[src/rtl/cmd_phy_ctrl.sv]
// cmd_phy_ctrl - CMD-line PHY sequencer for one SD command/response exchange.
//
// Shifts a command frame out MSB-first, releases the line, and waits for the
// response start bit, giving up after a timeout. It gates an external
// serial-to-parallel deserializer for exactly one response frame, then
// captures the assembled response and checks its framing bits.
//
// Ports
//   sd_clock      CMD-line clock, all logic on posedge
//   reset         synchronous, active-high
//   start         request, accepted only in IDLE
//   cmd_word      command frame, latched when start is accepted
//   resp_expected latched with start; 0 skips the response phase
//   cmd_line      sampled CMD pad level (idle high)
//   cmd_out       serial TX data
//   cmd_oe        pad output enable
//   rx_clr        one-cycle clear to the deserializer
//   rx_en         deserializer enable (combinational)
//   rx_parallel   deserializer parallel output
//   busy          high in every state except IDLE
//   done          one-cycle completion pulse
//   timeout       valid with done: no start bit seen
//   frame_err     valid with done: bad transmission or end bit
//   resp_data     captured response, held until next capture or reset
//
// state     | meaning
// ----------+-----------------------------------------------------------
// S_IDLE    | waiting for start
// S_TX      | driving the command frame onto the pad
// S_WAIT    | line released, waiting for the response start bit
// S_RX      | deserializer enabled for the rest of the response frame
// S_CAPTURE | latch rx_parallel and check framing bits
// S_DONE    | one-cycle done pulse, flags valid

module cmd_phy_ctrl #(
    parameter int CMD_BITS  = 48,
    parameter int RESP_BITS = 48,
    parameter int NCR_MIN   = 2,
    parameter int TIMEOUT   = 64
) (
    input  logic                 sd_clock,
    input  logic                 reset,
    input  logic                 start,
    input  logic [CMD_BITS-1:0]  cmd_word,
    input  logic                 resp_expected,
    input  logic                 cmd_line,
    output logic                 cmd_out,
    output logic                 cmd_oe,
    output logic                 rx_clr,
    output logic                 rx_en,
    input  logic [RESP_BITS-1:0] rx_parallel,
    output logic                 busy,
    output logic                 done,
    output logic                 timeout,
    output logic                 frame_err,
    output logic [RESP_BITS-1:0] resp_data
);

    localparam int LEN_A   = (CMD_BITS > RESP_BITS) ? CMD_BITS : RESP_BITS;
    localparam int MAX_LEN = (LEN_A > TIMEOUT) ? LEN_A : TIMEOUT;
    localparam int CNT_W   = $clog2(MAX_LEN) + 1;

    localparam logic [CNT_W-1:0] TX_LOAD  = CNT_W'(CMD_BITS - 1);
    // The start bit is taken in S_WAIT, so RX covers only the remaining bits.
    localparam logic [CNT_W-1:0] RX_LOAD  = CNT_W'(RESP_BITS - 2);
    localparam logic [CNT_W-1:0] NCR_CNT  = CNT_W'(NCR_MIN);
    localparam logic [CNT_W-1:0] TMO_LAST = CNT_W'(TIMEOUT - 1);

    typedef enum logic [2:0] {
        S_IDLE    = 3'd0,
        S_TX      = 3'd1,
        S_WAIT    = 3'd2,
        S_RX      = 3'd3,
        S_CAPTURE = 3'd4,
        S_DONE    = 3'd5
    } state_t;

    state_t state, next_state;

    logic [CNT_W-1:0]    cnt;
    logic [CMD_BITS-2:0] tx_shift;
    logic                resp_exp_q;
    logic                wait_open;
    logic                start_bit;

    logic cmd_oe_d, cmd_out_d, rx_clr_d, busy_d, done_d;

    // S_TX/S_RX: down-counter, leave at zero. S_WAIT: up-counting turnaround timer.
    assign wait_open = (cnt >= NCR_CNT);
    assign start_bit = wait_open && !cmd_line;

    always_ff @(posedge sd_clock) begin
        if (reset) begin
            state <= S_IDLE;
        end else begin
            state <= next_state;
        end
    end

    always_comb begin
        next_state = state;
        case (state)
            S_IDLE:    if (start) next_state = S_TX;
            S_TX:      if (cnt == '0) next_state = resp_exp_q ? S_WAIT : S_DONE;
            // A start bit in the final timer cycle takes priority over timeout.
            S_WAIT: begin
                if (start_bit) begin
                    next_state = S_RX;
                end else if (cnt == TMO_LAST) begin
                    next_state = S_DONE;
                end
            end
            S_RX:      if (cnt == '0) next_state = S_CAPTURE;
            S_CAPTURE: next_state = S_DONE;
            S_DONE:    next_state = S_IDLE;
            default:   next_state = S_IDLE;
        endcase
    end

    always_comb begin
        rx_en     = ((state == S_WAIT) && start_bit) || (state == S_RX);
        cmd_oe_d  = (next_state == S_TX);
        cmd_out_d = 1'b1;
        if (next_state == S_TX) begin
            cmd_out_d = (state == S_IDLE) ? cmd_word[CMD_BITS-1] : tx_shift[CMD_BITS-2];
        end
        rx_clr_d  = (state == S_TX) && (next_state == S_WAIT);
        busy_d    = (next_state != S_IDLE);
        done_d    = (next_state == S_DONE);
    end

    always_ff @(posedge sd_clock) begin
        if (reset) begin
            cnt        <= '0;
            tx_shift   <= '0;
            resp_exp_q <= 1'b0;
            cmd_oe     <= 1'b0;
            cmd_out    <= 1'b1;
            rx_clr     <= 1'b0;
            busy       <= 1'b0;
            done       <= 1'b0;
            timeout    <= 1'b0;
            frame_err  <= 1'b0;
            resp_data  <= '0;
        end else begin
            cmd_oe  <= cmd_oe_d;
            cmd_out <= cmd_out_d;
            rx_clr  <= rx_clr_d;
            busy    <= busy_d;
            done    <= done_d;
            case (state)
                S_IDLE: begin
                    if (start) begin
                        cnt        <= TX_LOAD;
                        tx_shift   <= cmd_word[CMD_BITS-2:0];
                        resp_exp_q <= resp_expected;
                        timeout    <= 1'b0;
                        frame_err  <= 1'b0;
                    end
                end
                S_TX: begin
                    tx_shift <= {tx_shift[CMD_BITS-3:0], 1'b0};
                    // Parks at zero so S_WAIT starts its timer from 0.
                    if (cnt != '0) cnt <= cnt - 1'b1;
                end
                S_WAIT: begin
                    if (next_state == S_RX) begin
                        cnt <= RX_LOAD;
                    end else if (next_state == S_DONE) begin
                        timeout <= 1'b1;
                    end else begin
                        cnt <= cnt + 1'b1;
                    end
                end
                S_RX: begin
                    if (cnt != '0) cnt <= cnt - 1'b1;
                end
                S_CAPTURE: begin
                    resp_data <= rx_parallel;
                    frame_err <= rx_parallel[RESP_BITS-2] | ~rx_parallel[0];
                end
                default: ;
            endcase
        end
    end

endmodule

[config.mk]
export PLATFORM = sky130hd
export DESIGN_NAME = cmd_phy_ctrl
export DESIGN_NICKNAME = d
export VERILOG_FILES = /design/src/rtl/cmd_phy_ctrl.sv
export SDC_FILE = /design/constraint.sdc
export NUM_CORES = 1
export LEC_CHECK = 0
export CAP_MARGIN = 10
export CORE_UTILIZATION = 46
export DETAILED_ROUTE_END_ITERATION = 10
export PLACE_DENSITY = 0.81
export SLEW_MARGIN = 25
export SYNTH_ARGS = -nofsm -noshare
export SYNTH_HDL_FRONTEND = slang
export SYNTH_SLANG_ARGS = --single-unit
[constraint.sdc]
create_clock -name sd_clock -period 2.4 [get_ports sd_clock]
set_clock_uncertainty 0.15 [all_clocks]
set_input_delay 0.24 -clock sd_clock [delete_from_list [all_inputs] [get_ports sd_clock]]
set_output_delay 0.24 -clock sd_clock [all_outputs]
set_load 0.05 [all_outputs]
== Word-level counts from Yosys, hierarchy flattened ==
Cells that the tools add are included.

* Add/sub/neg operators: 2
* $lt $le $gt $ge: 1
* Equality and inequality tests: 14
* Muxes and demuxes: 20
* Bitwise operators: 3
* Reduce and logical (&&, ||, !) cells: 20

{| class="wikitable"
|+ Operators by type and width
! kind !! number
|-
| case mux 47 bit (2 select lines) || 1
|-
| 2-to-1 mux 47 bit || 1
|-
| 2-to-1 mux 7 bit || 4
|-
| case mux 7 bit (3 select lines) || 1
|-
| 2-to-1 mux 3 bit || 6
|-
| case mux 3 bit (5 select lines) || 1
|-
| == test 3 x 2 -> 1 bit (second input constant) || 4
|-
| AND reduction 4 bit || 2
|-
| adder 7 x 1 -> 7 bit (second input constant) || 1
|-
| == test 7 x 6 -> 1 bit (second input constant) || 1
|-
| greater-or-equal comparator 7 x 2 -> 1 bit (second input constant) || 1
|-
| logical NOT 7 bit || 1
|-
| nonzero test 7 bit || 1
|-
| subtractor 7 x 1 -> 7 bit (second input constant) || 1
|-
| == test 3 x 1 -> 1 bit (second input constant) || 2
|-
| == test 3 bit (second input constant) || 2
|-
| inequality test 2 bit (second input constant) || 3
|-
| AND reduction 2 bit || 3
|-
| nonzero test 2 bit || 3
|-
| nonzero test 3 bit || 2
|-
| 2-to-1 mux 1 bit || 4
|-
| case mux 1 bit (2 select lines) || 2
|-
| OR reduction 2 bit || 2
|-
| logical AND 1 bit || 3
|-
| other kinds (7) || 8
|}

* Flip-flop bits (word level): 113
* Input bits: 101
* Output and inout port bits: 56

== Depth between registers and ports, before layout ==
* Depth in word-level cells: 8
* Gate-level depth with buffers: 8
* Mapped depth without buffers: 7

== Worst setup path after synthesis ==
Ideal clock, no wire load.

* Path type: flip-flop to output port
* From: reg cnt[1]
* To: out rx_en
* Arrival time: 1742 ps
* Slack: 268 ps
* Cell stages (with the launch flop): 5
* Cell sequence: dfxtp_1 -> ha_1 -> nand2b_1 -> a31o_2 -> a21oi_1

* Cells in the longest elaborated chain, start to end: 4

{| class="wikitable"
|+ Ends and longest elaborated chain
! item !! RTL line !! RTL
|-
| start: declaration || 80 || <nowiki>logic [CNT_W-1:0] cnt;</nowiki>
|-
| start signal: assignment || 164 || <nowiki>if (cnt != '0) cnt <= cnt - 1'b1;</nowiki>
|-
| start signal: assignment || 172 || <nowiki>cnt <= cnt + 1'b1;</nowiki>
|-
| start signal: assignment || 176 || <nowiki>if (cnt != '0) cnt <= cnt - 1'b1;</nowiki>
|-
| greater-or-equal comparator 7 x 2 -> 1 bit || 89 || <nowiki>assign wait_open = (cnt >= NCR_CNT);</nowiki>
|-
| logical AND 1 bit || 90 || <nowiki>assign start_bit = wait_open && !cmd_line;</nowiki>
|-
| logical AND 1 bit || 121 || <nowiki>rx_en = ((state == S_WAIT) && start_bit) || (state == S_RX);</nowiki>
|-
| logical OR 1 bit || 121 ||
|-
| end: declaration || 50 || <nowiki>output logic rx_en,</nowiki>
|}

No other way between the ends.

== Worst setup path in the final report ==
* From: reg cnt[0]
* To: out rx_en

Same word-level chain as after synthesis.

==> qor.csv <==
stage;metric;value;unit
global_routing;grt_max_degree;52;
floorplan;num_rows;36;
drt;dr_total_vias;4685;
setup_path;crit_path_start_kind;register;
pwr;irDropWorstVdd;428;µV
setup_path;critPathCaptureType;primary output;
yosys;synth_area_leaders;dfxtp_1 (49%), nand2_1 (11%), a21oi_1 (8.3%);
global_routing;use_met1;30.4;%
pwr;power_density;812;nW/µm²
clocking;cts_tree;built;
pwr;finalPower;5.69;mW
yosys;ys_ff_latch;113;
floorplan;fp.dieW;102;µm
layout;final_common_cell;clkdlybuf4s50_1;
yosys;synth_top_area_cell;dfxtp_1;
drt;avgRoutedWirePerCell;15.0;µm
timing;relSlewSlack;55.6;%
global_routing;top_usage_layer;met2;
timing;period_share;95.5;%
clocking;cts_buffer_depth;2;
setup_path;path_max_fanout;7;
yosys;yosysSeqAreaShare;48.8;%
yosys;postSynthCellCount;593;
floorplan;core_area;9770;µm²
layout;antenna_cells;0;
global_routing;met2_usage;43.5;%
global_routing;overflow;0;
setup_path;r2r_slack;0.23;ns
yosys;synth_edf_count;0;
layout;fin_nets;847;
global_routing;grt_pass1_wl;20.4;mm
timing;tns;0;ns
timing;max_freq;436;MHz
global_routing;grt_antenna_before_repair;0;
yosys;synth_warnings;0;
setup_path;worstSetupPathType;register to primary output;
timing;rsz0062_at_grt;false;
clocking;clock-sinks;113;
timing;drv_slew;0;
drt;drc;0;
yosys;synth_top_area_share;48.8;%
drt;via_per_inst;5.27;
job;max_cap_violations;0;
setup_path;slowest_stage;dfxtp_1;
layout;final_cell_mix;clkdlybuf4s50_1 (154), nand2_1 (130), dfxtp_1 (112);
floorplan;start_util;47.4;%
timing;tightest_slew;0.663;ns
global_routing;use_met3;6.22;%
yosys;syn_area_per_cell;7.82;µm²
clocking;clk_latency;0.51;ns
hold_path;hp-class;primary input to register;
run_status;status;finished, final reports clean;
floorplan;dieArea;10500;µm²
global_routing;grt_usage;25.4;%
timing;min_period;2.29;ns
yosys;synth_area;4640;µm²
clocking;clk_pin_slew;0.05;ns
drt;antenna_left;0;
timing;finalHoldViolCount;0;
pwr;power.leakage;2.57;nW
setup_path;path_cells;inv_2, ha_1, nand2b_1, a31o_2, a21oi_4, buf_12;
floorplan;num_io_pins;157;
setup_path;critPathArrivalTime;1.90;ns
yosys;synth_nets;697;
placement;portBuffers;156;
drt;routed_wl;13.3;mm
timing;fin_ws;0.109;ns
yosys;synthArstFlopShare;0;%
setup_path;cpPeakStageDelay;0.38;ns
setup_path;critical_path_required;2.01;ns
drt;drtPass1Iterations;5;
drt;drt_iter0_drc;251;
yosys;synth_ff_type;dfxtp_1;
floorplan;die_y;102;µm
clocking;cts_buffers;17;
clocking;htree_num_levels;4;
placement;place_ws;0.205;ns
placement;dp_hpwl;9.14;mm
layout;synthToLayoutAreaGrowth;51.3;%
layout;drive_above_1_share;8.47;%
timing;setup_violations;0;
placement;gp_congestion;0.825;
yosys;synth.distinct_cells;50;
global_routing;grt_pass1_vias;4345;
clocking;root_buffer;clkbuf_8;
kinds of logic (layout without fill, tap and decap cells):
| kind of cell | count (synthesis) | after routing | synth area share (%) |
|---|---|---|---|
| mux | 1 | 1 | 0.216 |
| xor+xnor | 2 | 2 | 0.378 |
| buf+inv | 50 | 213 | 4.70 |
| simple gates | 296 | 296 | 28.4 |
| compound gates | 128 | 128 | 16.7 |
| fa+ha+maj | 3 | 3 | 0.810 |
| flops | 113 | 113 | 48.8 |
registers in the layout, summed over array words and instances, names as in the netlist:
| signal | cells |
|---|---|
| cmd_oe | 1 |
| timeout | 1 |
| rx_clr | 1 |
| cnt | 7 |
| tx_shift | 47 |
| resp_data | 48 |
| cmd_out | 1 |
| busy | 1 |
| resp_exp_q | 1 |
| state | 3 |
| done | 1 |
| frame_err | 1 |
timing repair:
| action | 4_1_cts | 5_1_grt |
|---|---|---|
| setup buffers | 0 | 1 |
| pin swaps | 0 | 1 |
| setup endpoints to repair | 1 | 2 |
| resized for setup | 1 | 4 |
| endpoints found under the hold margin | 23 | 0 |
| hold buffers | 1 | 0 |
cells in the mapped netlist (all sizes together) (3+ instances only):
library cell and instances:
nand2 130, dfxtp 113, nor2 101, a21oi 79, clkbuf 31, nor4 29, a22oi 19, buf 13
o21ai 8, nor3 7, inv 6, nand2b 5, a311oi 4, nand3 4, nor3b 4, and2 3
ha 3
where the power goes:
part           total (mW)  internal (mW)  switching [mW]  leakage (nW)
clock                2.64           1.79           0.847         0.312
combinational       0.928          0.417           0.511          1.33
sequential           2.13           2.02           0.108         0.923
total                5.69           4.23            1.47          2.57
stage by stage:
stage          hold slack [ns]  area [µm²]  utilization, %  instances
2_1_floorplan            0.226        4640               -        593
3_3_place_gp             0.291        6350            65.0        855
3_5_place_dp             0.297        6350            65.0        855
4_1_cts                  0.102        6990            71.5        888
5_1_grt                  0.119        7020            71.8        889
6_report                 0.121        7020            71.8        889
critical path, delay by kind of cell (launching register included):
family	cells	cell delay, ns
compound gates	2	0.52
fa+ha+maj	1	0.15
buf+inv	2	0.26
flops	1	0.38
simple gates	1	0.09
routing by layer:
layer,part of all wire [%],vias up,wire length [µm]
li1,-,2326,-
met1,42,2194,5630
met2,51,137,6790
met3,4.9,28,651
met4,2.0,0,267
met5,0,-,0
path summary, 6_finish.rpt:
| kind | from | end | cells after the start |
|---|---|---|---|
| setup / recovery | cnt[0]$_SDFFE_PP0P_ | rx_en | 6 |
| hold / removal | rx_parallel[2] | resp_data[2]$_SDFFE_PP0P_ | 3 |
| setup reg to reg | cnt[0]$_SDFFE_PP0P_ | cmd_oe$_SDFF_PP0_ | 7 |
| hold reg to reg | resp_data[25]$_SDFFE_PP0P_ | resp_data[25]$_SDFFE_PP0P_ | 2 |
cell type report:
| class | count | area, µm² |
|---|---|---|
| tap | 133 | 166 |
| fill | 801 | 2760 |
| timing repair buffer | 175 | 1750 |
| sequential | 113 | 2260 |
| inverter | 6 | 22.5 |
| multi-input combinational | 430 | 2180 |
| clock buffer | 23 | 477 |
| clock inverter | 9 | 153 |
Power figures use the tool's default switching activity.
